--- config.mk ---
export PLATFORM = sky130hd
export DESIGN_NAME = mem_arbiter_flat
export DESIGN_NICKNAME = d
export VERILOG_FILES = /design/src/rtl/mem_arbiter_if.sv /design/src/rtl/mem_arbiter.sv /design/src/flat_wrapper.sv
export SDC_FILE = /design/constraint.sdc
export NUM_CORES = 1
export LEC_CHECK = 0
export CORE_AREA = 5 5 343 345
export DETAILED_ROUTE_END_ITERATION = 7
export DIE_AREA = 0 0 348 350
export DONT_BUFFER_PORTS = 1
export PLACE_DENSITY = 0.3
export SETUP_SLACK_MARGIN = 0.2
export SLEW_MARGIN = 40
export SYNTH_ARGS = -nofsm -noshare
export SYNTH_HDL_FRONTEND = slang
export SYNTH_SLANG_ARGS = --single-unit
--- constraint.sdc ---
create_clock -name clk -period 2.2 [get_ports clk]
set_input_delay 0.22 -clock clk [delete_from_list [all_inputs] [get_ports clk]]
set_output_delay 0.22 -clock clk [all_outputs]
set_load 0.01 [all_outputs]
--- src/rtl/mem_arbiter_if.sv ---
// mem_arbiter_if: bundles the two cache request ports and the memory bus of
// mem_arbiter.
//   i_* / d_*  : instruction / data cache port (req, we, a, wd in; rd, ack out)
//   mem_*      : block-wide main-memory port (re, we, a, wd out; rd, valid in)
// Modports:
//   master : requester/memory side (caches and memory model)
//   slave  : arbiter side
interface mem_arbiter_if #(
    parameter int BLOCKSIZE = 4
);
    logic                   i_req;
    logic                   i_we;
    logic [31:0]            i_a;
    logic [BLOCKSIZE*32-1:0] i_wd;
    logic [BLOCKSIZE*32-1:0] i_rd;
    logic                   i_ack;

    logic                   d_req;
    logic                   d_we;
    logic [31:0]            d_a;
    logic [BLOCKSIZE*32-1:0] d_wd;
    logic [BLOCKSIZE*32-1:0] d_rd;
    logic                   d_ack;

    logic                   mem_re;
    logic                   mem_we;
    logic [31:0]            mem_a;
    logic [BLOCKSIZE*32-1:0] mem_wd;
    logic [BLOCKSIZE*32-1:0] mem_rd;
    logic                   mem_valid;

    modport master (
        output i_req, i_we, i_a, i_wd,
        input  i_rd, i_ack,
        output d_req, d_we, d_a, d_wd,
        input  d_rd, d_ack,
        input  mem_re, mem_we, mem_a, mem_wd,
        output mem_rd, mem_valid
    );

    modport slave (
        input  i_req, i_we, i_a, i_wd,
        output i_rd, i_ack,
        input  d_req, d_we, d_a, d_wd,
        output d_rd, d_ack,
        output mem_re, mem_we, mem_a, mem_wd,
        input  mem_rd, mem_valid
    );
endinterface

--- src/rtl/mem_arbiter.sv ---
// mem_arbiter: shares one block-wide main memory between the instruction
// cache (port I) and the data cache (port D). One block transaction at a time,
// round-robin on ties, back-to-back handoff when the other port is waiting,
// and a watchdog that aborts a grant the memory never completes.
// Ports:
//   clk         : clock, rising edge
//   reset       : synchronous, active-low
//   bus         : mem_arbiter_if.slave (cache ports + memory port)
//   busy        : high while a port is granted
//   timeout_err : sticky, set by any watchdog abort
module mem_arbiter #(
    parameter int BLOCKSIZE = 4,
    parameter int TIMEOUT   = 64
) (
    input  logic          clk,
    input  logic          reset,
    mem_arbiter_if.slave  bus,
    output logic          busy,
    output logic          timeout_err
);
    localparam int W  = BLOCKSIZE * 32;
    localparam int CW = $clog2(TIMEOUT) + 1;
    localparam logic [CW-1:0] CNT_LAST = CW'(TIMEOUT - 1);

    typedef enum logic [1:0] {IDLE, GRANT_I, GRANT_D} state_t;
    typedef enum logic {PORT_I, PORT_D} port_t;

    state_t        state, state_nx;
    port_t         last_grant;
    logic [CW-1:0] cnt;
    logic          grant_i, grant_d, go_idle, abort, ack_i, ack_d;
    logic          mem_re_q, mem_we_q;
    logic [31:0]   mem_a_q;
    logic [W-1:0]  mem_wd_q;

    always_comb begin
        state_nx = state;
        grant_i  = 1'b0;
        grant_d  = 1'b0;
        go_idle  = 1'b0;
        abort    = 1'b0;
        ack_i    = 1'b0;
        ack_d    = 1'b0;
        case (state)
            IDLE: begin
                // On a tie the port that was not served last wins.
                if (bus.i_req && (!bus.d_req || last_grant == PORT_D))
                    grant_i = 1'b1;
                else if (bus.d_req)
                    grant_d = 1'b1;
            end
            GRANT_I: begin
                // A completion in the last watchdog cycle beats the abort.
                if (bus.mem_valid) begin
                    ack_i = 1'b1;
                    if (bus.d_req) grant_d = 1'b1;
                    else           go_idle = 1'b1;
                end else if (cnt == CNT_LAST) begin
                    ack_i   = 1'b1;
                    abort   = 1'b1;
                    go_idle = 1'b1;
                end
            end
            GRANT_D: begin
                if (bus.mem_valid) begin
                    ack_d = 1'b1;
                    if (bus.i_req) grant_i = 1'b1;
                    else           go_idle = 1'b1;
                end else if (cnt == CNT_LAST) begin
                    ack_d   = 1'b1;
                    abort   = 1'b1;
                    go_idle = 1'b1;
                end
            end
            default: go_idle = 1'b1;
        endcase
        if (grant_i)      state_nx = GRANT_I;
        else if (grant_d) state_nx = GRANT_D;
        else if (go_idle) state_nx = IDLE;
    end

    always_ff @(posedge clk) begin
        if (!reset) begin
            state       <= IDLE;
            last_grant  <= PORT_I;
            cnt         <= '0;
            mem_re_q    <= 1'b0;
            mem_we_q    <= 1'b0;
            mem_a_q     <= '0;
            mem_wd_q    <= '0;
            timeout_err <= 1'b0;
        end else begin
            state <= state_nx;
            if (grant_i) begin
                mem_a_q    <= bus.i_a;
                mem_wd_q   <= bus.i_wd;
                mem_re_q   <= ~bus.i_we;
                mem_we_q   <= bus.i_we;
                last_grant <= PORT_I;
                cnt        <= '0;
            end else if (grant_d) begin
                mem_a_q    <= bus.d_a;
                mem_wd_q   <= bus.d_wd;
                mem_re_q   <= ~bus.d_we;
                mem_we_q   <= bus.d_we;
                last_grant <= PORT_D;
                cnt        <= '0;
            end else if (go_idle) begin
                mem_re_q <= 1'b0;
                mem_we_q <= 1'b0;
                cnt      <= '0;
            end else if (state != IDLE) begin
                cnt <= cnt + CW'(1);
            end
            if (abort) timeout_err <= 1'b1;
        end
    end

    assign bus.i_ack  = ack_i;
    assign bus.d_ack  = ack_d;
    assign bus.i_rd   = (abort && ack_i) ? '0 : bus.mem_rd;
    assign bus.d_rd   = (abort && ack_d) ? '0 : bus.mem_rd;
    assign bus.mem_re = mem_re_q;
    assign bus.mem_we = mem_we_q;
    assign bus.mem_a  = mem_a_q;
    assign bus.mem_wd = mem_wd_q;
    assign busy       = (state != IDLE);
endmodule

--- src/flat_wrapper.sv ---
// flat-port wrapper written by rule: the top's interface ports become plain ports
module mem_arbiter_flat 
#(
    parameter int BLOCKSIZE = 4,
    parameter int TIMEOUT   = 64
)
  (clk, reset, busy, timeout_err, bus_i_req, bus_i_we, bus_i_a, bus_i_wd, bus_i_rd, bus_i_ack, bus_d_req, bus_d_we, bus_d_a, bus_d_wd, bus_d_rd, bus_d_ack, bus_mem_re, bus_mem_we, bus_mem_a, bus_mem_wd, bus_mem_rd, bus_mem_valid);
  mem_arbiter_if #(.BLOCKSIZE(BLOCKSIZE)) bus_i ();
  input  logic clk;
  input  logic reset;
  output logic busy;
  output logic timeout_err;
  input wire logic [$bits(bus_i.i_req)-1:0] bus_i_req;
  input wire logic [$bits(bus_i.i_we)-1:0] bus_i_we;
  input wire logic [$bits(bus_i.i_a)-1:0] bus_i_a;
  input wire logic [$bits(bus_i.i_wd)-1:0] bus_i_wd;
  output wire logic [$bits(bus_i.i_rd)-1:0] bus_i_rd;
  output wire logic [$bits(bus_i.i_ack)-1:0] bus_i_ack;
  input wire logic [$bits(bus_i.d_req)-1:0] bus_d_req;
  input wire logic [$bits(bus_i.d_we)-1:0] bus_d_we;
  input wire logic [$bits(bus_i.d_a)-1:0] bus_d_a;
  input wire logic [$bits(bus_i.d_wd)-1:0] bus_d_wd;
  output wire logic [$bits(bus_i.d_rd)-1:0] bus_d_rd;
  output wire logic [$bits(bus_i.d_ack)-1:0] bus_d_ack;
  output wire logic [$bits(bus_i.mem_re)-1:0] bus_mem_re;
  output wire logic [$bits(bus_i.mem_we)-1:0] bus_mem_we;
  output wire logic [$bits(bus_i.mem_a)-1:0] bus_mem_a;
  output wire logic [$bits(bus_i.mem_wd)-1:0] bus_mem_wd;
  input wire logic [$bits(bus_i.mem_rd)-1:0] bus_mem_rd;
  input wire logic [$bits(bus_i.mem_valid)-1:0] bus_mem_valid;
  assign bus_i.i_req = bus_i_req;
  assign bus_i.i_we = bus_i_we;
  assign bus_i.i_a = bus_i_a;
  assign bus_i.i_wd = bus_i_wd;
  assign bus_i_rd = bus_i.i_rd;
  assign bus_i_ack = bus_i.i_ack;
  assign bus_i.d_req = bus_d_req;
  assign bus_i.d_we = bus_d_we;
  assign bus_i.d_a = bus_d_a;
  assign bus_i.d_wd = bus_d_wd;
  assign bus_d_rd = bus_i.d_rd;
  assign bus_d_ack = bus_i.d_ack;
  assign bus_mem_re = bus_i.mem_re;
  assign bus_mem_we = bus_i.mem_we;
  assign bus_mem_a = bus_i.mem_a;
  assign bus_mem_wd = bus_i.mem_wd;
  assign bus_i.mem_rd = bus_mem_rd;
  assign bus_i.mem_valid = bus_mem_valid;
  mem_arbiter #(.BLOCKSIZE(BLOCKSIZE), .TIMEOUT(TIMEOUT)) u_core (.clk(clk), .reset(reset), .bus(bus_i), .busy(busy), .timeout_err(timeout_err));
endmodule
==> results.tsv, run 1 <==
metric	value	unit
outcome	finished with violations	
failed_checks	hold timing, setup timing	
design_area	14700	um2
maxCapViolations	0	
dp_slack	127	ps
ios	877	
die_y	350	um
synth_cell_types	30	
gp_congestion	0.880	
hold_class	input port to register	
layout.cells.most_common	nand2_1	
grt_pass1_vias	9886	
h-tree-depth	4	
core_area	114000	um2
internal_power	6.46	mW
area_growth	61.5	%
ys_ff_latch	173	
instances_no_fill	2988	
path_cells	inv_2, ha_4, inv_2, nor4_4, buf_6, nand2_8, clkbuf_16, and2_1	
power_leakage	5.16	nW
num-fill-cells	13056	
crit_slowest_cell	dfxtp_2	
track_usage	10.4	%
fin_nets	1896	
fp-row-count	124	
pwr-share-seq	42.3	%
skew	20.4	ps
drt_iter0_markers	699	
cp_max_fo	24	
yosys_warnings	0	
slew_headroom	68.5	%
clk_latency	500	ps
critPathMaxStageDelay	340	ps
final_cell_mix	nand2_1, dlygate4sd3_1, dfxtp_1	
swShare	37.8	%
dieArea	122000	um2
setup_ws	-273	ps
worstHoldPathCells	2	
synthCells	1258	
whs_endpoint	u_core.bus.mem_wd[95]$_SDFFE_PN0P_	
initial_core_util	7.99	%
dpl_cell_area	11100	um2
max_freq	404	MHz
cp.required	1980	ps
p_comb_share	25.5	%
reg2reg_depth	8	
cts_sinks	173	
timing.rr.end	u_core.bus.mem_wd[9]$_SDFFE_PN0P_	
cp_common_cell	inv_2	
antenna_found_initial	48	
worst_pin_slew	471	ps
arrival	2250	ps
wl_per_cell	23.3	um
peakVddDrop	0.610	mV
cts.path.max_buffers	2	
post_drt_via_cell_ratio	3.45	
rsz0062_at_grt	yes	
place_inst	2706	
min_from	reset	
grt_remaining_overflow	0	
cts-root-buf	clkbuf_16	
seq_area_frac_synth	38.1	%
reg2reg_setup_slack	170	ps
critPathCaptureType	primary output	
dr.pass1.iters	5	
slew_violations	0	
cts_buffers	17	
p_switching	3.92	mW
dp_hpwl	57100	um
grt_max_degree	165	
cts_tree	yes	
dieWidth	348	um
drt_wl_total	69700	um
pwr-share-clk	32.2	%
crit_type	register to primary output	
syn_avg_cell_area	7.23	um2
fin_crit	2470	ps
syn_nets	1718	
clk_pin_slew	80	ps
powerDensity	707	nW/um2
r2r-start	u_core.state[1]$_SDFFE_PP0P_	
drt_drc_violations_left	0	
setup_tns	-56970	ps
numPortBuffers	0	
fin_util	12.9	%
grt_pass1_wl	87100	um
hold_slack	-116	ps
drive_gt1_share	20.1	%
startpoint_type	register	
hold_viol	104	
ant_nets	0	
netlist_area	9100	um2
setup_viol	256	
finalCritPeriodShare	112	%
vias	10320	
## kinds of logic after synthesis
group           after synthesis  share of synthesized area (%)
compound gates              334                           21.0
xor+xnor                      6                          0.578
fa+ha+maj                     5                          0.688
buf+inv                     124                           6.50
flops                       173                           38.1
mux                           1                          0.110
simple gates                615                           33.1
## routing by layer
layer  share of wire [%]  GRT usage [%]  vias to the layer above  routed length, um
met1                  36           11.1                     4831              25300
met5                0.42              0                        -                294
met4                 2.0           3.29                       44               1370
li1                    -              -                     4619                  -
met3                  18           8.47                      105              12400
met2                  44           15.5                      721              30300
## critical path: cells and delay by family (launching register included)
family	cells	cell delay, ps
buffers and inverters	4	540
flip-flops	1	340
adder cells (fa/ha/maj)	1	260
AND/OR/NAND/NOR	3	600
## how the worst max path moves through the flow
stage                                 startpoint             to  slack (ps)  cells past startpoint
finish              u_core.state[0]$_SDFFE_PN0P_   bus_i_rd[64]        -270                      8
global route        u_core.state[1]$_SDFFE_PP0P_   bus_d_rd[39]        -420                      8
global placement    u_core.state[0]$_SDFFE_PN0P_   bus_d_rd[98]         110                      9
floorplan           u_core.state[0]$_SDFFE_PN0P_  bus_d_rd[107]         360                      8
CTS                 u_core.state[0]$_SDFFE_PN0P_   bus_d_rd[98]        -430                      9
detailed placement  u_core.state[1]$_SDFFE_PP0P_   bus_d_rd[98]         130                      9
## timing repair
action,4_1_cts,5_1_grt
hold buffers,166,37
pin swaps,21,36
endpoints found under the setup margin,268,373
gates resized for setup,93,102
hold endpoints to repair,166,157
buffers inserted,1,4
gates cloned,4,11
## synth_stat cells
| master | number | area, um2 |
|---|---|---|
| o21a_1 | 2 | 15.0 |
| o21ai_4 | 1 | 16.3 |
| ha_1 | 5 | 62.6 |
| and3_1 | 1 | 6.26 |
| o21ai_0 | 159 | 796 |
| inv_1 | 6 | 22.5 |
| nand2b_1 | 1 | 6.26 |
| a311oi_1 | 1 | 8.76 |
| nor2b_1 | 4 | 25.0 |
| mux2i_1 | 1 | 10.0 |
| buf_8 | 1 | 15.0 |
| nor4_2 | 1 | 12.5 |
| nand4_1 | 5 | 31.3 |
| nand4b_1 | 3 | 26.3 |
| buf_6 | 7 | 78.8 |
| o21ai_1 | 4 | 20.0 |
| dfxtp_1 | 173 | 3460 |
| buf_4 | 4 | 30.0 |
| buf_1 | 2 | 7.51 |
| nor2_1 | 16 | 60.1 |
| a21boi_4 | 1 | 18.8 |
| a21oi_1 | 4 | 20.0 |
| buf_2 | 38 | 190 |
| nand2_1 | 326 | 1220 |
| a31oi_1 | 162 | 1010 |
| and2_1 | 257 | 1610 |
| clkbuf_1 | 66 | 248 |
| xor2_1 | 3 | 26.3 |
| or4_4 | 1 | 11.3 |
| xnor2_1 | 3 | 26.3 |
## power groups by stage
stage	combinational (mW)	clock (mW)	sequential [mW]
after global placement	2.19	0	4.49
after CTS	2.54	3.63	4.41
final	2.65	3.35	4.39
after detailed placement	2.20	0	4.47
after global routing	2.92	3.70	4.46
after floorplan	1.56	0	4.15
## registers in the layout (all words and copies together) (netlist names)
signal and count:
u_core.bus.mem_wd 128, u_core.bus.mem_we 1, u_core.bus.mem_a 32, u_core.bus.mem_re 1, u_core.state 2, u_core.timeout_err 1, u_core.cnt 7, u_core.last_grant 1
## area by class of cell
| class | count | area (um2) | share of cell area [%] |
|---|---|---|---|
| diodes | 27 | 67.6 | 0.460 |
| clock buffers | 17 | 425 | 2.90 |
| clock inverters | 15 | 189 | 1.29 |
| inverters | 6 | 22.5 | 0.153 |
| multi-input cells | 962 | 5570 | 37.9 |
| flip-flops and latches | 173 | 3470 | 23.6 |
| well taps | 1512 | 1890 | 12.9 |
| repair buffers | 276 | 3060 | 20.8 |
## metrics by stage
step	hold WS, ps	power, mW
2_1_floorplan	375	5.72
3_3_place_gp	375	6.68
3_5_place_dp	381	6.67
4_1_cts	-207	10.6
5_1_grt	-171	11.1
6_report	-116	10.4
Power figures use the tool's default switching activity.
==> run 2, diff against run 1 <==
CORE_AREA = 5 5 338 340   (was 5 5 343 345)
DIE_AREA = 0 0 343 345   (was 0 0 348 350)
==> results.tsv, run 2 (synthesis gave the netlist of run 1 again) <==
metric	value	unit	change
fin_nets	2000		+5.5%
drt_wl_total	76200	um	+9.3%
wl_per_cell	24.5	um	+5.1%
dieArea	118000	um2	-2.8%
cp_max_fo	31		+29%
fp-row-count	123		-0.81%
final_cell_mix	nand2_1, dlygate4sd3_1, and2_4		
worstHoldPathCells	2		unchanged
cts_buffers	17		unchanged
hold_slack	-5.52	ps	+110 ps
startpoint_type	register		
drive_gt1_share	19.6	%	-0.51 points
core_area	111000	um2	-2.3%
p_total	10.8	mW	+3.6%
skew	27.9	ps	+7.47 ps
die_y	345	um	-1.4%
cts.path.max_buffers	2		unchanged
cp.required	1980	ps	about the same
p_comb_share	26.4	%	+0.9 points
cp_top_family	simple AND/OR/NAND/NOR gates		
antenna_found_initial	54		+13%
pwr-share-clk	32.0	%	-0.2 points
drt_iter0_markers	609		-13%
grt_remaining_overflow	0		unchanged
gp_congestion	0.841		-4.4%
largest_reg_flops	128		unchanged
rsz0062_at_grt	yes		
failed_checks	hold timing, setup timing		
ant_nets	0		unchanged
cp.depth	8		unchanged
max_freq	398	MHz	-1.5%
dpl_cell_area	10900	um2	-1.3%
grt_pass1_vias	10243		+3.6%
reg2reg_depth	8		unchanged
clk_latency	530	ps	+30 ps
cp_common_cell	inv_2		
arrival	2290	ps	+40 ps
dieWidth	343	um	-1.4%
cts-root-buf	clkbuf_16		
swShare	39.0	%	+1.2 points
pwr-share-seq	41.6	%	-0.7 points
dp_hpwl	60700	um	+6.3%
grt_max_degree	165		unchanged
setup_ws	-310	ps	-37.0 ps
post_drt_via_cell_ratio	3.48		+0.76%
grt_pass1_wl	95100	um	+9.2%
h-tree-depth	4		unchanged
crit_type	register to primary output		
cts_tree	yes		
powerDensity	680	nW/um2	-3.9%
numPortBuffers	0		unchanged
setup_viol	256		unchanged
worst_pin_slew	933	ps	+462 ps
p_switching	4.19	mW	+6.9%
peakVddDrop	0.633	mV	+3.8%
hold_class	input port to register		
design_area	15800	um2	+7.8%
internal_power	6.57	mW	+1.7%
vias	10813		+4.8%
critPathCaptureType	primary output		
num-fill-cells	12632		-3.2%
crit_buf_inv	4		unchanged
finalCritPeriodShare	114	%	+1.7 points
crit_slowest_cell	dfxtp_2		
cts_sinks	173		unchanged
fin_util	14.2	%	+1.3 points
dr.pass1.iters	5		unchanged
path_cells	inv_2, ha_4, inv_2, nor4_2, buf_4, nand2_8, buf_16, and2_1		
outcome	finished with violations		
area_growth	74.1	%	
slew_headroom	37.6	%	-31 points
fin_crit	2510	ps	+37.0 ps
slew_violations	0		unchanged
hold_viol	1		-99%
initial_core_util	8.18	%	+0.19 points
power_leakage	5.64	nW	+9.4%
maxCapViolations	0		unchanged
critPathMaxStageDelay	340	ps	about the same
track_usage	11.9	%	+1.5 points
drt_drc_violations_left	0		unchanged
clk_pin_slew	70	ps	about the same
layout.cells.most_common	nand2_1		
ios	877		unchanged
-- run 2: changes by cell type in the layout (fill, tap and decap cells not counted), moves of 3 or more --
cell | before | now
buf_12 | 18 | 15
buf_4 | 37 | 31
diode_2 | 27 | 54
and2_1 | 89 | 63
and2_4 | 162 | 194
and2_2 | 6 | 0
buf_16 | 6 | 9
dlygate4sd3_1 | 203 | 320
-- run 2: per-layer routing --
| metal | GRT usage [%] | share of wire [%] | vias up |
|---|---|---|---|
| met5 | 0 | 0.22 | - |
| met4 | 5.07 | 3.9 | 26 |
| met3 | 6.61 | 14 | 102 |
| met2 | 21.3 | 50 | 750 |
| met1 | 11.2 | 32 | 5072 |
| li1 | - | - | 4863 |
-- run 2: final cells by class --
cell class / instances / area [um2] / share of cell area [%]
clock inverters: 15 / 191 / 1.21
diodes: 54 / 135 / 0.853
repair buffers: 381 / 4110 / 25.9
clock buffers: 17 / 425 / 2.69
flip-flops and latches: 173 / 3470 / 21.9
inverters: 6 / 22.5 / 0.142
well taps: 1500 / 1880 / 11.8
multi-input cells: 961 / 5610 / 35.4
-- run 2: worst reg2reg max path, delay by kind of cell (launching register included) --
family / cells / cell delay, ps
adder cells (fa/ha/maj): 1 / 180
flip-flops: 1 / 330
AO/OA/AOI/OAI: 3 / 560
buffers and inverters: 3 / 770
AND/OR/NAND/NOR: 1 / 220
-- run 2: repair_timing --
action / 4_1_cts / 5_1_grt
setup endpoints to repair: 319 / 385
hold buffers: 256 / 64
buffers inserted: 6 / 0
gates cloned: 7 / 6
endpoints found under the hold margin: 166 / 65
pin swaps: 33 / 42
gates resized for setup: 162 / 56
-- run 2: final timing paths --
path | slack, ps | end | from
worst max-delay path | -310 | bus_i_rd[33] | u_core.state[1]$_SDFFE_PP0P_
worst min-delay path | -6 | u_core.bus.mem_wd[41]$_SDFFE_PN0P_ | bus_i_wd[41]
worst max register to register | 60 | u_core.bus.mem_a[26]$_SDFFE_PN0P_ | u_core.state[1]$_SDFFE_PP0P_
worst min register to register | 530 | u_core.bus.mem_wd[18]$_SDFFE_PN0P_ | u_core.bus.mem_wd[18]$_SDFFE_PN0P_
-- run 2: through the flow --
stage	hold slack (ps)	cells	setup TNS, ps	setup WS (ps)
finish	-5.52	3107	-71510	-310
CTS	-269	2983	-100860	-427
floorplan	375	1258	0	357
detailed placement	383	2682	0	119
global placement	379	2682	0	87.1
global route	0.381	3081	-117340	-483
-- run 2: power groups by stage --
stage                     sequential, mW  combinational (mW)  clock (mW)
after floorplan                     4.15                1.56           0
after global placement              4.61                2.22           0
after detailed placement            4.59                2.21           0
after CTS                           4.53                2.73        3.74
after global routing                4.55                3.13        3.76
final                               4.47                2.85        3.45
==> run 3, diff against run 2 <==
CORE_AREA = 5 5 341 343   (was 5 5 338 340)
DIE_AREA = 0 0 346 348   (was 0 0 343 345)
clock period = 2.6 ns   (was 2.2 ns; I/O delays follow)
==> results.tsv, run 3 (synthesis gave the netlist of run 1 again) <==
metric	value	unit	change
skew	26.7	ps	-1.21 ps
final_cell_mix	nand2_1, dlygate4sd3_1, and2_4		
p_total	8.83	mW	-18%
rsz0062_at_grt	yes		
dr.pass1.iters	5		unchanged
gr-usage-met3	7.96	%	+1.3 points
dieArea	120000	um2	+1.8%
finalCritPeriodShare	99.2	%	
timing.rr.end	u_core.bus.mem_a[7]$_SDFFE_PN0P_		
crit_slowest_cell	dfxtp_2		
hold_class	input port to register		
fp-row-count	124		+0.81%
antenna_found_initial	33		-39%
p_switching	3.42	mW	-18%
track_usage	10.8	%	-1.1 points
use_met1	12.2	%	+0.98 points
p_comb_share	26.2	%	-0.2 points
cts.path.max_buffers	2		unchanged
drt_wl_total	70000	um	-8.1%
grt_pass1_wl	91000	um	-4.3%
cts_tree	yes		
num-fill-cells	12880		+2.0%
power_leakage	5.54	nW	-1.9%
cp-startpoint	u_core.state[1]$_SDFFE_PP0P_		
slew_violations	0		unchanged
instances_no_fill	3067		-1.3%
largest_reg_flops	128		unchanged
top_usage_layer	met2		
area_growth	71.0	%	
cp_max_fo	89		+190%
grtUsageMet2	15.7	%	-5.6 points
fin_nets	1983		-0.85%
setup_ws	21.8	ps	+331 ps
critPathMaxStageDelay	340	ps	about the same
wl_per_cell	22.8	um	-6.9%
outcome	finished, final reports clean		
cp.required	2340	ps	+360 ps
setup_viol	0		-100%
cp_top_family	simple AND/OR/NAND/NOR gates		
die_y	348	um	+0.87%
post_drt_via_cell_ratio	3.47		-0.35%
grt_remaining_overflow	0		unchanged
cts-root-buf	clkbuf_16		
dieWidth	346	um	+0.87%
grt_max_degree	164		-0.61%
numPortBuffers	0		unchanged
arrival	2320	ps	+30 ps
cts_sinks	173		unchanged
grt_pass1_vias	10638		+3.9%
dp_hpwl	55500	um	-8.5%
slew_headroom	59.2	%	+22 points
cp_common_cell	inv_2		
layout.cells.most_common	nand2_1		
internal_power	5.41	mW	-18%
core_area	113000	um2	+1.8%
crit_buf_inv	4		unchanged
startpoint_type	register		
pwr-share-seq	42.3	%	+0.7 points
crit_path_end	bus_i_rd[9]		
drt_drc_violations_left	0		unchanged
cp.depth	8		unchanged
max_freq	388	MHz	
reg2reg_setup_slack	230	ps	+170 ps
initial_core_util	8.03	%	-0.14 points
r2r-start	u_core.state[1]$_SDFFE_PP0P_		
gp_congestion	0.905		+7.6%
critPathCaptureType	primary output		
clk_pin_slew	80	ps	about the same
place_inst	2681		-0.037%
ios	877		unchanged
path_cells	inv_2, ha_4, inv_2, nor4_4, buf_6, nand2_4, buf_12, and2_4		
pwr-share-clk	31.4	%	-0.6 points
setup_tns	0	ps	+71510 ps
swShare	38.7	%	-0.26 points
vias	10636		-1.6%
peakVddDrop	0.520	mV	-18%
hold_viol	0		-1
fin_crit	2580	ps	
drive_gt1_share	19.5	%	-0.044 points
maxCapViolations	0		unchanged
h-tree-depth	4		unchanged
reg2reg_depth	9		+1
crit_type	register to primary output		
dp_slack	241	ps	+121 ps
drt_iter0_markers	682		+12%
ant_nets	0		unchanged
powerDensity	568	nW/um2	-16%
worst_pin_slew	611	ps	-322 ps
clk_latency	520	ps	about the same
cts_buffers	17		unchanged
## run 3: changes by cell type in the layout (fill, tap and decap cells not counted), sizes merged
| cell | previous run | this run |
|---|---|---|
| diode | 54 | 19 |
| inv | 15 | 10 |
| clkinv | 4 | 7 |
| dlygate4sd3 | 320 | 318 |
| clkinvlp | 1 | 3 |
| buf | 57 | 42 |
| nand2 | 326 | 327 |
| bufinv | 1 | 0 |
## run 3: worst register-to-register path: cells and delay by family (launching register included)
kind / cells / cell delay, ps
adders and majority gates: 1 / 300
buffers and inverters: 4 / 570
AOI/OAI and AO/OA: 2 / 410
and+or+nand+nor: 2 / 690
DFF: 1 / 330
## run 3: worst min-delay path by stage
stage	endpoint	start	slack (ps)	cells after the start
floorplan	u_core.bus.mem_a[0]$_SDFFE_PN0P_	bus_d_a[0]	410	2
global placement	u_core.bus.mem_wd[100]$_SDFFE_PN0P_	reset	420	2
detailed placement	u_core.bus.mem_wd[87]$_SDFFE_PN0P_	reset	420	2
CTS	u_core.bus.mem_wd[123]$_SDFFE_PN0P_	bus_i_wd[123]	3	2
global route	u_core.bus.mem_wd[5]$_SDFFE_PN0P_	bus_d_wd[5]	20	2
finish	u_core.bus.mem_a[30]$_SDFFE_PN0P_	bus_d_a[30]	80	2
## run 3: power by group through the flow
stage                     Sequential (mW)  Clock (mW)  Combinational (mW)
after global placement               3.84           0                1.67
after detailed placement             3.82           0                1.68
after global routing                 3.80        3.04                2.53
after CTS                            3.77        3.00                2.24
final                                3.74        2.78                2.32
after floorplan                      3.51           0                1.32
## run 3: metrics by stage
| step | hold WS [ps] | cell area, um2 | utilization [%] |
|---|---|---|---|
| final | 76.4 | 15600 | 13.7 |
| after global routing | 16.2 | 15500 | 13.7 |
| after CTS | 3.08 | 15100 | 13.4 |
| after detailed placement | 418 | 10800 | 9.52 |
| after global placement | 421 | 10800 | 9.52 |
| after floorplan | 415 | 9100 | - |
## run 3: cell type report
cell class	instances	area [um2]	share of cell area [%]
Tap cell	1512	1890	12.2
Clock buffer	18	439	2.82
Inverter	6	22.5	0.145
Timing Repair Buffer	363	3870	24.9
Multi-Input combinational cell	962	5660	36.4
Clock inverter	14	154	0.989
Antenna cell	19	47.5	0.306
Sequential cell	173	3470	22.3
## run 3: timing repair
item                                    4_1_cts  5_1_grt
setup buffers                                 4        3
hold buffers                                319        0
gates cloned                                  5        4
gates resized for setup                     142      100
hold endpoints to repair                    166        0
endpoints found under the setup margin      256      257
pin swaps                                    57       75
## run 3: metal layers
metal  vias to the layer above  wire length, um
li1                       4774                -
met1                      4993            26700
met2                       749            29600
met3                       102            11500
met4                        18             2080
met5                         -              116
